===== config.mk =====
export PLATFORM = sky130hd
export DESIGN_NAME = uart_rs232_rx
export DESIGN_NICKNAME = d
export VERILOG_FILES = /design/src/rtl/uart_rs232_rx_pkg.sv /design/src/rtl/uart_rs232_rx_baud_gen.sv /design/src/rtl/uart_rs232_rx.sv
export SDC_FILE = /design/constraint.sdc
export NUM_CORES = 1
export LEC_CHECK = 0
export CORE_ASPECT_RATIO = 0.7
export CORE_UTILIZATION = 40
export DETAILED_ROUTE_END_ITERATION = 10
export PLACE_DENSITY = 0.7
export REMOVE_ABC_BUFFERS = 1
export SETUP_SLACK_MARGIN = 0.15
export SYNTH_ARGS = -nofsm -noshare
export SYNTH_HDL_FRONTEND = slang
export SYNTH_SLANG_ARGS = --single-unit

===== constraint.sdc =====
create_clock -name clk -period 3.1 [get_ports clk]
set_input_delay 0.775 -clock clk [delete_from_list [all_inputs] [get_ports clk]]
set_output_delay 0.775 -clock clk [all_outputs]
set_load 0.1 [all_outputs]

===== src/rtl/uart_rs232_rx_pkg.sv =====
`default_nettype none
// ============================================================================
// Module   : uart_rs232_rx_pkg
// Purpose  : Shared definitions for the RS-232 receiver: FSM state encoding,
//            frame constants and the clocks-per-bit calculation.
// Ports    : none (package)
// Revision : 1.0 - initial release
// ============================================================================
package uart_rs232_rx_pkg;

  // Receiver FSM states, explicit 1-bit encoding.
  typedef enum logic [0:0] {
    ST_IDLE = 1'b0,
    ST_RECV = 1'b1
  } rx_state_t;

  // Frame layout: bit index 0 = start, 1..DATA_BITS = data, then stop.
  localparam int             DATA_BITS    = 8;
  localparam int             BIT_IDX_W    = 4;
  localparam logic [3:0]     STOP_BIT_IDX = 4'd9;

  // Clock cycles per serial bit (integer division, truncating).
  function automatic int calc_baud_cnt_max(input int clk_freq, input int uart_bps);
    return clk_freq / uart_bps;
  endfunction

endpackage : uart_rs232_rx_pkg
`default_nettype wire


===== src/rtl/uart_rs232_rx_baud_gen.sv =====
`default_nettype none
// ============================================================================
// Module   : uart_baud_gen
// Purpose  : Bit timing for the receiver. While enabled, baud_cnt runs
//            0..BAUD_CNT_MAX-1 and bit_idx advances on each wrap. Both
//            counters are held at zero while disabled, so enabling the block
//            starts a frame at bit 0, count 0.
// Ports    : clk          - system clock
//            rst_n        - synchronous active-low reset
//            enable       - high while a frame is being received
//            sample_pulse - one-cycle pulse at the middle of each bit
//            bit_idx      - current bit within the frame (0 = start)
// Revision : 1.0 - initial release
// ============================================================================
module uart_baud_gen
  import uart_rs232_rx_pkg::*;
#(
  parameter int BAUD_CNT_MAX = 5208
) (
  input  logic                 clk,
  input  logic                 rst_n,
  input  logic                 enable,
  output logic                 sample_pulse,
  output logic [BIT_IDX_W-1:0] bit_idx
);

  localparam int                CNT_W    = $clog2(BAUD_CNT_MAX + 1);
  localparam logic [CNT_W-1:0]  CNT_LAST = CNT_W'(BAUD_CNT_MAX - 1);
  localparam logic [CNT_W-1:0]  CNT_MID  = CNT_W'(BAUD_CNT_MAX / 2 - 1);

  logic [CNT_W-1:0] baud_cnt;

  always_ff @(posedge clk) begin
    if (!rst_n || !enable) begin
      baud_cnt <= '0;
      bit_idx  <= '0;
    end else if (baud_cnt == CNT_LAST) begin
      baud_cnt <= '0;
      bit_idx  <= bit_idx + 1'b1;
    end else begin
      baud_cnt <= baud_cnt + 1'b1;
    end
  end

  assign sample_pulse = enable && (baud_cnt == CNT_MID);

endmodule : uart_baud_gen
`default_nettype wire


===== src/rtl/uart_rs232_rx.sv =====
`default_nettype none
// ============================================================================
// Module   : uart_rs232_rx
// Purpose  : RS-232 serial receiver, 8N1, LSB first. The line is synchronised,
//            a falling edge starts a frame, each bit is sampled at mid-bit and
//            a completed frame with a good stop bit is presented on po_data
//            with a one-cycle po_flag strobe.
// Ports    : clk     - system clock, rising edge
//            rst_n   - synchronous active-low reset
//            rx      - asynchronous serial input, idle high
//            po_data - last correctly received byte
//            po_flag - one-cycle strobe, po_data new this cycle
// Revision : 1.0 - initial release
// ============================================================================
module uart_rs232_rx
  import uart_rs232_rx_pkg::*;
#(
  parameter int UART_BPS = 9600,
  parameter int CLK_FREQ = 50_000_000
) (
  input  logic       clk,
  input  logic       rst_n,
  input  logic       rx,
  output logic [7:0] po_data,
  output logic       po_flag
);

  localparam int BAUD_CNT_MAX = calc_baud_cnt_max(CLK_FREQ, UART_BPS);

  // --------------------------------------------------------------------------
  // Input conditioning: two metastability flops, then one delay flop for
  // edge detection. All reset to the idle (high) line level so that reset
  // release never looks like a start edge.
  // --------------------------------------------------------------------------
  logic rx_meta;
  logic rx_s;
  logic rx_d;

  always_ff @(posedge clk) begin
    if (!rst_n) begin
      rx_meta <= 1'b1;
      rx_s    <= 1'b1;
      rx_d    <= 1'b1;
    end else begin
      rx_meta <= rx;
      rx_s    <= rx_meta;
      rx_d    <= rx_s;
    end
  end

  logic fall_edge;
  assign fall_edge = rx_d & ~rx_s;

  // --------------------------------------------------------------------------
  // Bit timing
  // --------------------------------------------------------------------------
  logic                 recv_en;
  logic                 sample_pulse;
  logic [BIT_IDX_W-1:0] bit_idx;

  uart_baud_gen #(
    .BAUD_CNT_MAX (BAUD_CNT_MAX)
  ) u_baud_gen (
    .clk          (clk),
    .rst_n        (rst_n),
    .enable       (recv_en),
    .sample_pulse (sample_pulse),
    .bit_idx      (bit_idx)
  );

  // --------------------------------------------------------------------------
  // FSM: state register
  // --------------------------------------------------------------------------
  rx_state_t state;
  rx_state_t state_nxt;

  always_ff @(posedge clk) begin
    if (!rst_n) begin
      state <= ST_IDLE;
    end else begin
      state <= state_nxt;
    end
  end

  // --------------------------------------------------------------------------
  // FSM: next state. Leaving RECV at mid-stop-bit (good or bad) lets the
  // next frame's start edge follow immediately after a single stop bit.
  // --------------------------------------------------------------------------
  always_comb begin
    state_nxt = state;
    case (state)
      ST_IDLE: begin
        if (fall_edge) begin
          state_nxt = ST_RECV;
        end
      end
      ST_RECV: begin
        if (sample_pulse) begin
          if ((bit_idx == '0) && rx_s) begin
            // Start bit high at mid-bit: a glitch, not a frame.
            state_nxt = ST_IDLE;
          end else if (bit_idx == STOP_BIT_IDX) begin
            state_nxt = ST_IDLE;
          end
        end
      end
      default: state_nxt = ST_IDLE;
    endcase
  end

  // --------------------------------------------------------------------------
  // FSM: outputs
  // --------------------------------------------------------------------------
  logic data_sample;
  logic frame_ok;

  always_comb begin
    recv_en     = (state == ST_RECV);
    data_sample = recv_en && sample_pulse &&
                  (bit_idx >= 4'd1) && (bit_idx <= 4'(DATA_BITS));
    frame_ok    = recv_en && sample_pulse && (bit_idx == STOP_BIT_IDX) && rx_s;
  end

  // --------------------------------------------------------------------------
  // Datapath: shift register fills LSB first; po_data only updates on a
  // frame whose stop bit was sampled high.
  // --------------------------------------------------------------------------
  logic [DATA_BITS-1:0] shift_reg;
  logic [BIT_IDX_W-1:0] data_idx;

  assign data_idx = bit_idx - 4'd1;

  always_ff @(posedge clk) begin
    if (!rst_n) begin
      shift_reg <= '0;
      po_data   <= 8'h00;
      po_flag   <= 1'b0;
    end else begin
      if (data_sample) begin
        shift_reg[data_idx[2:0]] <= rx_s;
      end
      if (frame_ok) begin
        po_data <= shift_reg;
      end
      po_flag <= frame_ok;
    end
  end

endmodule : uart_rs232_rx
`default_nettype wire


Word level (Yosys, flattened, before mapping)
Index checks and enable logic that the tools add are counted.
{"block": "word_totals", "regBits": 38, "latchBits": 0, "mem_bits_rw": 0, "mem_bits_ro": 0, "inputBits": 3, "output_inout_bits": 9, "word_cells": 43, "memories": 0}
{"block": "classes", "add_sub_neg": 3, "mul": 0, "div_mod_pow": 0, "order_cmp": 4, "eq_ne": 3, "shift": 0, "n_mux": 8, "n_bitwise": 3, "reduce_logical": 13}
{"operator": "13-bit by 1-bit adder with 13-bit output, second input constant", "count": 1}
{"operator": "13-bit by 12-bit == test with 1-bit output, second input constant", "count": 1}
{"operator": "13-bit == test, second input constant", "count": 1}
{"operator": "8-bit bitwise mux", "count": 1}
{"operator": "1-bit logical AND", "count": 8}
{"operator": "1-bit two-way mux", "count": 5}
{"operator": "4-bit by 1-bit adder with 4-bit output, second input constant", "count": 1}
{"operator": "4-bit == test, second input constant", "count": 1}
{"operator": "4-bit by 1-bit >= comparator with 1-bit output, second input constant", "count": 1}
{"operator": "4-bit <= comparator, second input constant", "count": 1}
{"operator": "4-bit zero test", "count": 1}
{"operator": "3-bit by 4-bit less-than comparator with 1-bit output, second input constant", "count": 1}
{"operator": "1-bit demux with 3-bit select", "count": 1}
{"operator": "3-bit by 1-bit >= comparator with 1-bit output, second input constant", "count": 1}
{"operator": "3-bit by 1-bit subtractor with 3-bit output, second input constant", "count": 1}
{"operator": "1-bit zero test", "count": 2}
{"operator": "1-bit NOT", "count": 2}
{"operator": "1-bit one-hot mux with 2 select lines", "count": 1}
{"operator": "2-bit OR reduction", "count": 1}
{"operator": "1-bit bitwise AND", "count": 1}
{"operator": "1-bit logical OR", "count": 1}

Logic depth before layout (Yosys ltp)
Gate-level depths: netlist of the first run.
{"block": "logic_depth", "word_depth": 6, "mapped_depth": 6, "ltp_nobuf": 6}

Modules after synthesis
A second synthesis of the first run with hierarchy kept.
{"block": "hier_totals", "cells_unflattened": 182, "area_unflattened_um2": 1730.4}
{"mod": "uart_rs232_rx", "instances": 1, "cells_each": 93, "area_per_inst_um2": 945.9, "seq_area_each_um2": 420.4}
{"mod": "uart_baud_gen", "instances": 1, "cells_each": 89, "area_per_inst_um2": 784.5, "seq_area_each_um2": 340.3}

Least setup slack after synthesis of the first run
OpenSTA, ideal clock, no wires.
{"block": "synth_timing", "kind": "flip-flop to flip-flop", "start": "reg u_baud_gen.bit_idx[0]", "end": "reg shift_reg[2]", "setup_ns": 0.072, "t_arrival_ns": 1.671, "required_ns": 3.028, "setup_slack_ns": 1.357, "path_stages_with_launch": 7, "n_path_buf": 0, "synth_period_minus_slack_ns": 1.743, "cell_sequence": "dfxtp_1 > inv_1 > ha_1 > nor4b_1 > a21o_1 > nor4_1 > mux2i_1"}
{"block": "synth_between", "elab_chain_len": 6, "word_cells_on_any_way": 11, "classes_between": "1 x add/sub; 4 x order compare; 3 x mux; 3 x reduce/logical"}
{"item": "start, declared", "line": "uart_rs232_rx_baud_gen.sv:24", "source": "output logic [BIT_IDX_W-1:0] bit_idx"}
{"item": "start signal, assigned", "line": "uart_rs232_rx_baud_gen.sv:39", "source": "bit_idx <= bit_idx + 1'b1;"}
{"item": "3-bit by 1-bit subtractor with 3-bit output (*)", "line": "uart_rs232_rx.sv:131", "source": "assign data_idx = bit_idx - 4'd1;"}
{"item": "named net data_idx[0]", "line": "uart_rs232_rx.sv:129", "source": "logic [BIT_IDX_W-1:0] data_idx;"}
{"item": "3-bit by 4-bit less-than comparator with 1-bit output (not written as such) / 3-bit by 1-bit >= comparator with 1-bit output (equally long branches)", "line": "uart_rs232_rx.sv:140", "source": "shift_reg[data_idx[2:0]] <= rx_s;"}
{"item": "1-bit logical AND (not written as such)", "line": "uart_rs232_rx.sv:140"}
{"item": "1-bit two-way mux (not written as such)", "line": "uart_rs232_rx.sv:140"}
{"item": "1-bit demux with 3-bit select (*)", "line": "uart_rs232_rx.sv:140"}
{"item": "8-bit bitwise mux (*)", "line": "uart_rs232_rx.sv:140"}
{"item": "end signal, assigned by index", "line": "uart_rs232_rx.sv:140"}
{"item": "end, declared", "line": "uart_rs232_rx.sv:128", "source": "logic [DATA_BITS-1:0] shift_reg;"}
Mark *: on every way through the listed nets, which the timed path passes. The rest lies on a longest branch.
A chain may end at the register's enable or synchronous reset.

Final worst setup path of the first run
Ends and elaborated chain as after synthesis.

==> results of run 1 <==
[logic make-up after synthesis]
group	Yosys count	share of synthesized area, %
DFF	38	43.8
adders and majority gates	5	3.60
muxes	17	9.79
xor gates and xnor gates	15	7.56
buffers and inverters	9	2.30
AOI/OAI and AO/OA	4	1.51
and+or+nand+nor	91	31.5
[per-stage QoR]
step	instances	setup slack [ns]	total power, uW	util (%)	hold slack (ns)
final	246	0.974	1020	50.0	0.427
after floorplan	173	0.972	512	-	0.386
after global placement	238	0.977	522	46.4	0.398
after global routing	246	0.831	1060	50.0	0.453
after detailed placement	238	0.954	522	46.4	0.399
after CTS	246	0.983	1040	50.0	0.426
[layer usage]
layer / up-vias / track usage, %
met5: - / 0
met4: 0 / 7.65
met3: 5 / 4.32
met2: 23 / 19.0
met1: 532 / 22.8
li1: 648 / -
[cell usage after synthesis, types with 2 or more instances]
cell	number
nand3_1	7
nand2b_1	5
nand2_1	25
or3_1	2
nand3b_1	2
buf_2	2
a21oi_1	2
xor2_1	8
dfxtp_1	38
clkbuf_1	3
nor2_1	18
nand4_1	4
ha_1	5
nor3_1	5
mux2i_1	17
and2_1	3
nor4_1	7
inv_1	3
xnor2_1	7
[worst min path at each step]
stage               slack [ns]  depth (start not counted)               start              end
floorplan                 0.39                          1  rx_meta$_SDFF_PN1_  rx_s$_SDFF_PN1_
global placement          0.40                          1  rx_meta$_SDFF_PN1_  rx_s$_SDFF_PN1_
detailed placement        0.40                          1  rx_meta$_SDFF_PN1_  rx_s$_SDFF_PN1_
CTS                       0.43                          1  rx_meta$_SDFF_PN1_  rx_s$_SDFF_PN1_
global route              0.45                          1  rx_meta$_SDFF_PN1_  rx_s$_SDFF_PN1_
finish                    0.43                          1  rx_meta$_SDFF_PN1_  rx_s$_SDFF_PN1_
[layout make-up]
cell class,instances,area (sq um),area share (%)
Inverter,3,11.3,0.558
Tap cell,52,65.1,3.22
Multi-Input combinational cell,132,937,46.4
Clock buffer,6,82.6,4.09
Clock inverter,2,60.1,2.97
Timing Repair Buffer,13,103,5.08
Sequential cell,38,761,37.7
[power groups by stage]
stage	combinational, uW	clock (uW)	sequential, uW
2_1_floorplan	8.25	0	503
3_3_place_gp	17.7	0	504
3_5_place_dp	17.5	0	504
4_1_cts	17.6	525	493
5_1_grt	19.5	547	493
6_report	17.4	515	493
[worst max-delay path: cells and delay by family, from the launching register on]
family          cells  cell delay (ns)
simple gates        2             0.57
flops               1             0.52
mux                 1             0.22
buf+inv             1             0.22
fa+ha+maj           1             0.29
compound gates      1             0.24
==> metrics.yaml, run 1 <==
floorplanning:
  die_h_microns: 57.2
  core_sq_mm: 0.00404
  dieArea_sq_mm: 0.00462
  rows: 19
  ios: 12
  initial_utilization_pct: 43.0
  die_w_microns: 80.8
status:
  outcome: "complete, no violations"
power_and_ir_drop:
  cellLeakagePower_uw: 0.000705
  power_frac_comb_pct: 1.7
  switching_share_pct: 17.9
  p_seq_share_pct: 48.1
  ir_drop_v: 0.000305
  clockPowerShare_pct: 50.2
  p_int_uw: 841
  switching_power_uw: 184
  power_density_mw_per_mm2: 507
grt:
  antenna_found_initial: 0
  grt_max_degree: 21
  gr-usage-all-layers_pct: 15.1
  grt_pass1_wl_mm: 5.22
  first_global_vias: 1112
  grt_overflow: 0
flow_run:
  maxCapViolations: 0
clocking:
  root_buffer: "clkbuf_8"
  cts.clk_slew.worst_paths_ns: 0.08
  clock_path_buffers: 2
  cts_tree: "built"
  postCtsSetupRepairBufs: 0
  cts_buffers: 5
  htreeDepth: 2
  postCtsHoldBufs: 0
  clk_latency_ns: 0.29
  cts.sinks: 38
  cts_resized: 0
routing:
  drc_errors: 0
  wl_met2_mm: 1.14
  dr.pass1.iters: 4
  ant_nets: 0
  initialDrtViolationCount: 56
  drt-vias-per-instance: 4.91
  wl_met3_microns: 121
  drt-met1-wl_mm: 1.64
  wl_per_cell_microns: 12.0
  top_layer_used: "met4"
  wirelength_mm: 2.96
  vias: 1208
finish:
  largest_register_ff_count: 13
  mostFrequentLayoutCells: "dfxtp_1 (38), nand2_1 (25), nor2_1 (18)"
  areaGrowthSynthToFinish_pct: 16.2
  fillers: 373
  final_common_cell: "dfxtp_1"
  antenna_cells: 0
  layout-drive-gt1-share_pct: 14.9
  nets: 201
  finalInstanceArea_sq_mm: 0.00202
placed_design:
  io_buffers: 11
  gp_congestion: 0.782
  post-dp-hpwl_mm: 2.13
  dpl_cell_area_sq_mm: 0.00188
setup_path:
  r2r_cells: 6
  critPathCaptureType: "flop"
  critPathRequiredTime_ns: 3.32
  rrSetupSlack_ns: 0.97
  reg2reg_from: "u_baud_gen.bit_idx[0]$_SDFFE_PP0N_"
  cp_slowest_cell: "dfxtp_1"
  cp_max_fo: 9
  cp_cell_sequence: "inv_1 > ha_1 > nor4b_1 > a21o_1 > nor4_1 > mux2i_1"
  path_class: "reg2reg"
  slowest_delay_ns: 0.52
  crit_arrival_ns: 2.35
  critPathLaunchType: "flop"
  worstReg2RegEnd: "shift_reg[2]$_SDFFE_PN0P_"
  crit_start: "u_baud_gen.bit_idx[0]$_SDFFE_PP0N_"
  crit_end: "shift_reg[2]$_SDFFE_PN0P_"
logic_synthesis:
  synth_top_cell_by_area: "dfxtp_1"
  synth_cells: 179
  yosys_warnings: 0
  synth_area_leaders: "dfxtp_1 (44%), mux2i_1 (9.8%), nand2_1 (5.4%), xor2_1 (4.0%), nor2_1 (3.9%)"
  synth_edf_count: 0
  synthArstFlopShare_pct: 0
  ys_seq_area_share_pct: 43.8
  synth-seq-cells: 38
  synth_top_area_share_pct: 43.8
  synth_top_flop_cell: "dfxtp_1"
  synthesis.area_sq_mm: 0.00174
  avgSynthCellArea_sq_um: 9.71
  synth_cell_type_count: 35
sta:
  fin_setup_tns_ns: 0
  rsz0062_at_grt: "no"
  finalCriticalPeriod_ns: 2.13
  clock.fmax_ghz: 0.470
  setup_viol: 0
  period_share_pct: 68.6
  worst_pin_slew_ns: 0.484
  hold_viol: 0
  slew_headroom_pct: 67.6
  slew_viol_final: 0
  skew_ns: 0.0115
min_path:
  hold_path_class: "reg2reg"
(Power assumes the default switching activity.)
==> inputs of run 2 (changes only) <==
- PLACE_DENSITY: 0.7 -> 0.72
- clock period: 3.1 -> 1.7 ns (I/O delays scaled with it)
==> run 2 against run 1 <==
Net effect:
- the run now ends with negative setup slack left
- sequential power rose by 82%
- register-to-register slack worse by 1.0 ns
- maximum frequency up 23%
- design area increased by 28%
- combinational power rose to 2.6 times the previous value
- flip-flop and latch count unchanged
- total power up 65%
- critical path depth stayed put
- routed wire length rose by 45%
- count of clock-buffer cells in the layout down 1
- global-route usage up 4.7 points
- critical endpoint is now shift_reg[5]$_SDFFE_PN0P_
==> metrics.yaml, run 2 (synthesis gave the netlist of run 1 again) <==
status:
  outcome: "complete, but fails checks"  # was complete, no violations
  violations: "negative setup slack"
routing:
  wirelength_mm: 4.30  # was 2.96 mm
  wl_met2_mm: 1.92  # was 1.14 mm
  ant_nets: 0  # unchanged
  wl_per_cell_microns: 15.0  # was 12.0 microns
  drt-vias-per-instance: 5.09  # was 4.91
  drt-met1-wl_mm: 2.11  # was 1.64 mm
  wl_met3_microns: 206  # was 121 microns
  vias: 1457  # was 1,208
  top_layer_used: "met4"  # unchanged
  initialDrtViolationCount: 64  # was 56
  drc_errors: 0  # unchanged
  dr.pass1.iters: 4  # unchanged
placed_design:
  placedCellCount: 266  # was 238
  gp_congestion: 0.876  # was 0.782
  post-dp-hpwl_mm: 2.68  # was 2.13 mm
  io_buffers: 11  # unchanged
clocking:
  clk_latency_ns: 0.29  # about the same
  cts_tree: "built"  # unchanged
  postCtsHoldBufs: 0  # unchanged
  cts.clk_slew.worst_paths_ns: 0.08  # about the same
  cts_buffers: 5  # unchanged
  root_buffer: "clkbuf_8"  # unchanged
  clock_path_buffers: 2  # unchanged
  cts.sinks: 38  # unchanged
  htreeDepth: 2  # unchanged
finish:
  mostFrequentLayoutCells: "buf_4 (36), dfxtp_1 (32), nand2_1 (24)"  # was dfxtp_1 (38), nand2_1 (25), nor2_1 (18)
  fillers: 294  # was 373
  largest_register_ff_count: 13  # unchanged
  final_common_cell: "buf_4"  # was dfxtp_1
  areaGrowthSynthToFinish_pct: 48.9  # was 16.2%
  multi_input_area_sq_mm: 0.00109  # was 937 sq um
  layout-drive-gt1-share_pct: 40.2  # was 14.9%
  finish.utilization_pct: 64.0  # was 50.0%
  instances_no_fill: 286  # was 246
  nets: 241  # was 201
  seq_area_sq_um: 768  # was 761 sq um
  antenna_cells: 0  # unchanged
setup_path:
  rrSetupSlack_ns: -0.02  # was 0.97 ns
  cp_max_fo: 7  # was 9
  critPathCaptureType: "flop"  # unchanged
  r2r_cells: 6  # unchanged
  critPathRequiredTime_ns: 1.91  # was 3.32 ns
  worstReg2RegEnd: "shift_reg[5]$_SDFFE_PN0P_"  # was shift_reg[2]$_SDFFE_PN0P_
  crit_arrival_ns: 1.94  # was 2.35 ns
  critPathLaunchType: "flop"  # unchanged
  reg2reg_from: "u_baud_gen.baud_cnt[1]$_SDFF_PP0_"  # was u_baud_gen.bit_idx[0]$_SDFFE_PP0N_
  path_class: "reg2reg"  # unchanged
flow_run:
  maxCapViolations: 0  # unchanged
sta:
  slew_viol_final: 0  # unchanged
  fin_ws_ns: -0.0242  # was 0.974 ns
  slew_headroom_pct: 72.4  # was 67.6%
  setup_viol: 2  # was 0
  skew_ns: 0.00724  # was 0.0115 ns
  hold_viol: 0  # unchanged
  finalCriticalPeriod_ns: 1.72  # was 2.13 ns
  clock.fmax_ghz: 0.580  # was 0.470 GHz
  rsz0062_at_grt: "yes"  # was no
  hold_ws_ns: 0.411  # was 0.427 ns
  worst_pin_slew_ns: 0.411  # was 0.484 ns
  period_share_pct: 101  # was 68.6%
grt:
  grt_overflow: 0  # unchanged
  gr-usage-all-layers_pct: 19.8  # was 15.1%
  antenna_found_initial: 0  # unchanged
  grt_max_degree: 19  # was 21
  grt_pass1_wl_mm: 6.69  # was 5.22 mm
  first_global_vias: 1436  # was 1,112
min_path:
  hold_end: "rx_s$_SDFF_PN1_"  # unchanged
  hold_path_class: "reg2reg"  # unchanged
  whs_path_depth: 1  # unchanged
  hp-start: "rx_meta$_SDFF_PN1_"  # unchanged
power_and_ir_drop:
  cellLeakagePower_uw: 0.000978  # was 0.000705 uW
  power_density_mw_per_mm2: 652  # was 507 mW/mm^2
  ir_drop_v: 0.000569  # was 0.000305 V
floorplanning:
  dieArea_sq_mm: 0.00462  # unchanged
  ios: 12  # unchanged
  die_h_microns: 57.2  # unchanged
  rows: 19  # unchanged
  initial_utilization_pct: 43.0  # unchanged
  die_w_microns: 80.8  # unchanged
  core_sq_mm: 0.00404  # unchanged
==> run 2: cell count changes in the layout (fill, tap and decap cells not counted), moves of 5 or more <==
cell and delta:
buf_12 +9, buf_6 +6, nor4_1 -5, buf_4 +25
dfxtp_2 +6, dfxtp_1 -6
==> run 2: report_power, final <==
group,internal [uW],switching (uW),total [uW]
logic,20.8,23.6,44.4
clock network,432,314,745
registers,895,3.60,898
==> run 2: layout make-up <==
cell class	count	share of cell area [%]
clock buffer	5	2.66
timing repair buffer	53	20.8
clock inverter	3	1.55
tap	52	2.51
inverter	3	0.532
sequential	38	29.7
multi-input combinational	132	42.3
==> run 2: critical path, cell delays in order, from the launching register on <==
cell and delay [ns]:
dfxtp_2 0.36, ha_4 0.13, nor3b_4 0.26, nand4_4 0.22
buf_4 0.21, nor4_4 0.26, mux2i_1 0.20
==> run 2: metal layers <==
layer / vias to the layer above / GRT usage, %
met5: - / 0
met4: 0 / 9.95
met3: 7 / 4.48
met2: 43 / 28.8
met1: 677 / 27.6
li1: 730 / -
==> run 2: stage by stage <==
step | TNS [ns] | setup WS, ns | power (uW) | instance area (sq um)
floorplan | -3.98 | -0.428 | 933 | 1710
global placement | 0 | 0.0103 | 959 | 2200
detailed placement | -0.00529 | -0.00529 | 960 | 2200
CTS | 0 | 0.0642 | 1710 | 2460
global route | -0.484 | -0.0929 | 1750 | 2590
finish | -0.0433 | -0.0242 | 1690 | 2590
==> run 2: repair_timing <==
action,4_1_cts,5_1_grt
gates resized for setup,26,18
cloned,1,0
pin swaps,6,6
setup buffers,5,6
setup endpoints to repair,17,18
==> run 2: how the worst max path moves through the flow <==
stage / from / endpoint / slack, ns / cells after the start
6_report: u_baud_gen.baud_cnt[1]$_SDFF_PP0_ / shift_reg[5]$_SDFFE_PN0P_ / -0.02 / 6
5_1_grt: u_baud_gen.baud_cnt[1]$_SDFF_PP0_ / shift_reg[5]$_SDFFE_PN0P_ / -0.09 / 6
4_1_cts: u_baud_gen.baud_cnt[1]$_SDFF_PP0_ / shift_reg[1]$_SDFFE_PN0P_ / 0.06 / 6
3_5_place_dp: u_baud_gen.bit_idx[0]$_SDFFE_PP0N_ / shift_reg[1]$_SDFFE_PN0P_ / -0.005 / 7
3_3_place_gp: u_baud_gen.baud_cnt[0]$_SDFF_PP0_ / shift_reg[1]$_SDFFE_PN0P_ / 0.01 / 6
2_1_floorplan: u_baud_gen.baud_cnt[0]$_SDFF_PP0_ / po_data[0]$_SDFFE_PN0P_ / -0.43 / 5
